## config.mk

```make
export PLATFORM = sky130hd
export DESIGN_NAME = pe_layer_sched
export DESIGN_NICKNAME = d
export VERILOG_FILES = /design/src/rtl/pe_sched_pkg.sv /design/src/rtl/pe_sched_idx_cnt.sv /design/src/rtl/pe_layer_sched.sv
export SDC_FILE = /design/constraint.sdc
export NUM_CORES = 1
export LEC_CHECK = 0
export ABC_CLOCK_PERIOD_IN_PS = 3700
export CORE_ASPECT_RATIO = 0.8
export CORE_MARGIN = 1
export CORE_UTILIZATION = 40
export DETAILED_ROUTE_END_ITERATION = 8
export GPL_ROUTABILITY_DRIVEN = 0
export PLACE_DENSITY = 0.69
export SYNTH_ARGS = -nofsm -noshare
export SYNTH_HDL_FRONTEND = slang
export SYNTH_HIERARCHICAL = 1
export SYNTH_SLANG_ARGS = --single-unit
```

## constraint.sdc

```tcl
create_clock -name clk -period 3.7 [get_ports clk]
set_clock_uncertainty 0.15 [all_clocks]
set_input_delay 0.74 -clock clk [delete_from_list [all_inputs] [get_ports clk]]
set_output_delay 0.74 -clock clk [all_outputs]
set_load 0.02 [all_outputs]
```

## src/rtl/pe_sched_pkg.sv

```systemverilog
// Shared state encoding and width defaults for the PE layer scheduler.
package pe_sched_pkg;

  localparam int LAYER_W_DEF = 3;
  localparam int ACT_W_DEF   = 6;
  localparam int PERF_W      = 16;

  typedef enum logic [2:0] {
    ST_IDLE  = 3'd0,
    ST_LOAD  = 3'd1,
    ST_ISSUE = 3'd2,
    ST_DRAIN = 3'd3,
    ST_WB    = 3'd4,
    ST_NEXT  = 3'd5,
    ST_DONE  = 3'd6
  } sched_state_t;

endpackage

```

## src/rtl/pe_sched_idx_cnt.sv

```systemverilog
// Handshaked index counter: after a start pulse it offers indices 0..cnt-1 on valid/ready.
// valid/idx are flops, rise the cycle after start, and hold while ready is low.
module pe_sched_idx_cnt
  import pe_sched_pkg::*;
#(
  parameter int W = ACT_W_DEF
) (
  input  logic         clk,
  input  logic         rst,
  input  logic         start,
  input  logic [W-1:0] cnt,
  input  logic         ready,
  output logic         valid,
  output logic [W-1:0] idx,
  output logic         last
);

  localparam logic [W-1:0] ONE = {{(W-1){1'b0}}, 1'b1};

  logic [W-1:0] last_idx;

  // Ends at cnt-1, so the largest count never drives idx past its maximum.
  assign last_idx = cnt - ONE;
  assign last     = valid && (idx == last_idx);

  always_ff @(posedge clk) begin
    if (rst) begin
      valid <= 1'b0;
      idx   <= '0;
    end else if (start) begin
      valid <= 1'b1;
      idx   <= '0;
    end else if (valid && ready) begin
      if (last) begin
        valid <= 1'b0;
        idx   <= '0;
      end else begin
        idx <= idx + ONE;
      end
    end
  end

endmodule

```

## src/rtl/pe_layer_sched.sv

```systemverilog
// Per-layer scheduler: load counts, issue activations, drain PEs, write back, repeat per layer.
// Outputs registered; stalls hold valid/idx. Stall counter enabled by PE_SCHED_PERF_EN.
module pe_layer_sched
  import pe_sched_pkg::*;
#(
  parameter int LAYER_W = LAYER_W_DEF,
  parameter int ACT_W   = ACT_W_DEF
) (
  input  logic               clk,
  input  logic               rst,
  input  logic               start,
  input  logic [LAYER_W-1:0] layer_no,
  input  logic [ACT_W-1:0]   in_act_no,
  input  logic [ACT_W-1:0]   out_act_no,
  output logic [LAYER_W-1:0] layer_idx,
  output logic               busy,
  output logic               act_valid,
  input  logic               act_ready,
  output logic [ACT_W-1:0]   act_idx,
  input  logic               pe_idle,
  output logic               wb_valid,
  input  logic               wb_ready,
  output logic [ACT_W-1:0]   wb_idx,
  output logic               done,
  output logic [PERF_W-1:0]  perf_stall_cnt
);

  localparam logic [LAYER_W-1:0] LAYER_ONE = {{(LAYER_W-1){1'b0}}, 1'b1};

  sched_state_t       state;
  sched_state_t       state_nxt;
  logic [ACT_W-1:0]   in_cnt;
  logic [ACT_W-1:0]   out_cnt;
  logic [LAYER_W-1:0] layer_last;
  logic               act_last;
  logic               wb_last;
  logic               act_go;
  logic               wb_go;
  logic               act_end;
  logic               wb_end;

  assign layer_last = layer_no - LAYER_ONE;
  assign act_end    = act_last && act_ready;
  assign wb_end     = wb_last && wb_ready;
  assign act_go     = (state == ST_LOAD) && (in_act_no != '0);
  assign wb_go      = (state == ST_DRAIN) && pe_idle && (out_cnt != '0);

  always_comb begin
    state_nxt = state;
    case (state)
      ST_IDLE:  if (start) state_nxt = (layer_no != '0) ? ST_LOAD : ST_DONE;
      ST_LOAD:  state_nxt = (in_act_no != '0) ? ST_ISSUE : ST_DRAIN;
      ST_ISSUE: if (act_end) state_nxt = ST_DRAIN;
      ST_DRAIN: if (pe_idle) state_nxt = (out_cnt != '0) ? ST_WB : ST_NEXT;
      ST_WB:    if (wb_end) state_nxt = ST_NEXT;
      ST_NEXT:  state_nxt = (layer_idx == layer_last) ? ST_DONE : ST_LOAD;
      ST_DONE:  state_nxt = ST_IDLE;
      default:  state_nxt = ST_IDLE;
    endcase
  end

  always_ff @(posedge clk) begin
    if (rst) begin
      state     <= ST_IDLE;
      layer_idx <= '0;
      in_cnt    <= '0;
      out_cnt   <= '0;
      busy      <= 1'b0;
      done      <= 1'b0;
    end else begin
      state <= state_nxt;
      busy  <= (state_nxt != ST_IDLE);
      done  <= (state == ST_DONE);
      // Counts are sampled only here, so lookup changes mid-layer are ignored.
      if (state == ST_LOAD) begin
        in_cnt  <= in_act_no;
        out_cnt <= out_act_no;
      end
      if ((state == ST_NEXT) && (state_nxt == ST_LOAD)) begin
        layer_idx <= layer_idx + LAYER_ONE;
      end else if (state == ST_DONE) begin
        layer_idx <= '0;
      end
    end
  end

  pe_sched_idx_cnt #(.W(ACT_W)) u_act_cnt (
    .clk   (clk),
    .rst   (rst),
    .start (act_go),
    .cnt   (in_cnt),
    .ready (act_ready),
    .valid (act_valid),
    .idx   (act_idx),
    .last  (act_last)
  );

  pe_sched_idx_cnt #(.W(ACT_W)) u_wb_cnt (
    .clk   (clk),
    .rst   (rst),
    .start (wb_go),
    .cnt   (out_cnt),
    .ready (wb_ready),
    .valid (wb_valid),
    .idx   (wb_idx),
    .last  (wb_last)
  );

`ifdef PE_SCHED_PERF_EN
  logic [PERF_W-1:0] stall_cnt;

  always_ff @(posedge clk) begin
    if (rst) begin
      stall_cnt <= '0;
    end else if ((state == ST_IDLE) && start) begin
      stall_cnt <= '0;
    end else if (act_valid && !act_ready && (stall_cnt != '1)) begin
      stall_cnt <= stall_cnt + {{(PERF_W-1){1'b0}}, 1'b1};
    end
  end

  assign perf_stall_cnt = stall_cnt;
`else
  assign perf_stall_cnt = '0;
`endif

endmodule
```

==> flow_summary.ini <==
[pwr]
p_sw_frac = 0.285
pwr-share-comb = 0.189
fin_total_pwr_w = 0.000919
power_density_nw_per_um2 = 356
switchingPower_w = 0.000262
p_leak_nw = 0.966
seqPwrFrac = 0.436
p_int_w = 0.000658
ir_drop_mv = 0.242
pwr-share-clk = 0.375

[cells_and_area]
antenna_cells = 0
final_nets = 328
layout.cells.most_common = clkdlybuf4s50_1
layout-drive-gt1-share = 0.0532
area_growth_pct = 24.4
final_cell_mix = clkdlybuf4s50_1 (39), nand2_1 (34), dfxtp_1 (34)
final_area_um2 = 2580

[place]
placed_area_um2 = 2470
io_buffers = 39
hpwl_mm = 3.23

[yosys]
synth_cell_type_count = 43
synth_xor_area_frac = 0.0795
syn_avg_cell_area_um2 = 7.99
synth-adder-area-share = 0.0421
synth.area.mux_share = 0
synth_compound_area_frac = 0.203
synthFlopType = dfxtp_1
yosys.area_share.simple = 0.255
synth_cells = 260
synth_edf_count = 0
netlist_area_um2 = 2080
async_reset_ff_frac = 0
synth.ff_latch_count = 34
ys_seq_area_frac = 0.328
synth_top_family_by_area = simple AND/OR/NAND/NOR gates
ys_warn_count = 6

[detailed_routing]
drc_errors = 0
via_per_inst = 5.18
wl_per_cell_um = 12.2
drt_iter0_drc = 87
dr.pass1.iters = 4
drt-total-wl_mm = 4.43
ant_nets = 0
vias = 1880

[clock_network]
cts_buffer_depth = 2
cts_hold_buf = 0
cts_made_buffers = 5
cts_sinks = 34
cts_resized = 0
clk_pin_slew_ps = 70
insertion_delay_ps = 280
cts_tree = yes
htreeDepth = 2
cts_root_buffer = clkbuf_8
cts_setup_buffers = 0

[die]
rows = 23
dieArea_um2 = 5490
fp.dieW_um = 82.6
ios = 56
core_um2 = 5010
chipHeight_um = 66.5
start_util = 0.415

[global_route]
antenna_found_initial = 0
grt_max_degree = 22
overflow = 0
track_usage = 0.178
grt_pass1_wl_mm = 7.38
grt_pass1_vias = 1619

[setup_path]
cp_num_buf_inv = 2
worst_path_max_delay_cell = clkdlybuf4s50_1
path_delay_family = compound AO/OA/AOI/OAI gates
cp-start-kind = input pin
slowest_delay_ps = 490
crit_path_end_kind = flip-flop
worstPathRequired_ps = 3710
crit_chain = clkdlybuf4s50_1 > inv_1 > ha_1 > xnor2_1 > o311ai_4 > o21ai_1 > nor3_2 > a41oi_1
critPathMaxFanout = 8
critPathKind = in -> reg
critPathArrivalTime_ps = 2620

[sta]
max_freq_mhz = 382
holdWs_ps = 330
setup_violations = 0
final.setup.tns_ps = 0
drv_slew = 0
grt_setup_unrepaired = false
min_period_ps = 2620
fin_crit_sh = 0.707
finalHoldViolCount = 0

[job]
maxCapViolations = 0

[run_status]
status = finished clean

[hold_path]
min_path_type = reg -> reg
metal layers:
metal,global-route usage,up-vias,share of wire
li1,-,968,-
met1,0.251,848,0.49
met2,0.262,60,0.44
met3,0.0479,4,0.062
met4,0.0517,0,0.011
met5,0,-,0
final cells by class:
class | instances | area, um2
Clock buffer | 5 | 68.8
Clock inverter | 3 | 45.0
Fill cell | 474 | 2420
Inverter | 9 | 33.8
Multi-Input combinational cell | 208 | 1270
Sequential cell | 34 | 681
Tap cell | 62 | 77.6
Timing Repair Buffer | 42 | 413
power by group through the flow:
stage          sequential, W  clock (W)  combinational, W
2_1_floorplan       0.000407          0          0.000134
3_3_place_gp        0.000410          0          0.000171
3_5_place_dp        0.000409          0          0.000173
4_1_cts             0.000401   0.000350          0.000174
5_1_grt             0.000404   0.000372          0.000194
6_report            0.000401   0.000344          0.000174
sequential cells by signal, summed over array words and instances (netlist names):
signal / flops
out_cnt: 6
state: 3
in_cnt: 6
layer_idx: 3
busy: 1
u_act_cnt/idx: 6
done: 1
u_wb_cnt/idx: 6
u_act_cnt/valid: 1
u_wb_cnt/valid: 1
synth_stat cells (all sizes together) (2+ instances only):
| master | instances | area, um2 |
|---|---|---|
| clkbuf | 4 | 16.3 |
| nor2b | 3 | 18.8 |
| buf | 20 | 138 |
| a311o | 2 | 20.0 |
| or3b | 2 | 17.5 |
| nand3 | 18 | 90.1 |
| and2 | 3 | 18.8 |
| o31ai | 2 | 15.0 |
| nor2 | 15 | 56.3 |
| a21oi | 17 | 85.1 |
| nor3 | 6 | 35.0 |
| a311oi | 2 | 17.5 |
| nor4 | 2 | 12.5 |
| nand2 | 34 | 128 |
| xor2 | 10 | 87.6 |
| inv | 9 | 33.8 |
| a211oi | 10 | 100 |
| nand3b | 3 | 22.5 |
| and3 | 7 | 43.8 |
| nand2b | 6 | 37.5 |
| o21ai | 20 | 100 |
| dfxtp | 34 | 681 |
| xnor2 | 6 | 52.6 |
| a31oi | 3 | 18.8 |
| nand4 | 4 | 25.0 |
| ha | 7 | 87.6 |
worst reg2reg max path: stages (launching register included):
cell,delay (ps)
dfxtp_1,430
inv_1,70
ha_1,240
nand2b_1,170
a21oi_1,150
a311o_1,190
a211oi_4,80
buf_4,170
and3_1,180
a22oi_1,130
o21ai_0,120
nor3_2,220
a41oi_1,120
final timing paths:
| path | end | depth (start not counted) | from | slack [ps] |
|---|---|---|---|---|
| worst max-delay path | busy$_SDFF_PP0_ | 8 | layer_no[0] | 1080 |
| worst min-delay path | in_cnt[5]$_SDFFE_PP0P_ | 2 | in_cnt[5]$_SDFFE_PP0P_ | 330 |
| worst min register to register | in_cnt[5]$_SDFFE_PP0P_ | 2 | in_cnt[5]$_SDFFE_PP0P_ | 330 |
| worst max register to register | busy$_SDFF_PP0_ | 12 | out_cnt[0]$_SDFFE_PP0P_ | 1150 |
stage by stage:
step                      utilization  worst slack, ps  std cells
after global routing            0.516              893        363
after detailed placement        0.494              774        355
final                           0.516             1080        363
after CTS                       0.516             1070        363
after floorplan                     -             1430        275
after global placement          0.494              834        355
cells by family after synthesis:
group	Yosys count
and+or+nand+nor	106
xor gates and xnor gates	17
buffers and inverters	33
AOI/OAI and AO/OA	62
other	1
adders and majority gates	7
DFF	34
No activity file was read; power rests on OpenSTA's default activity.
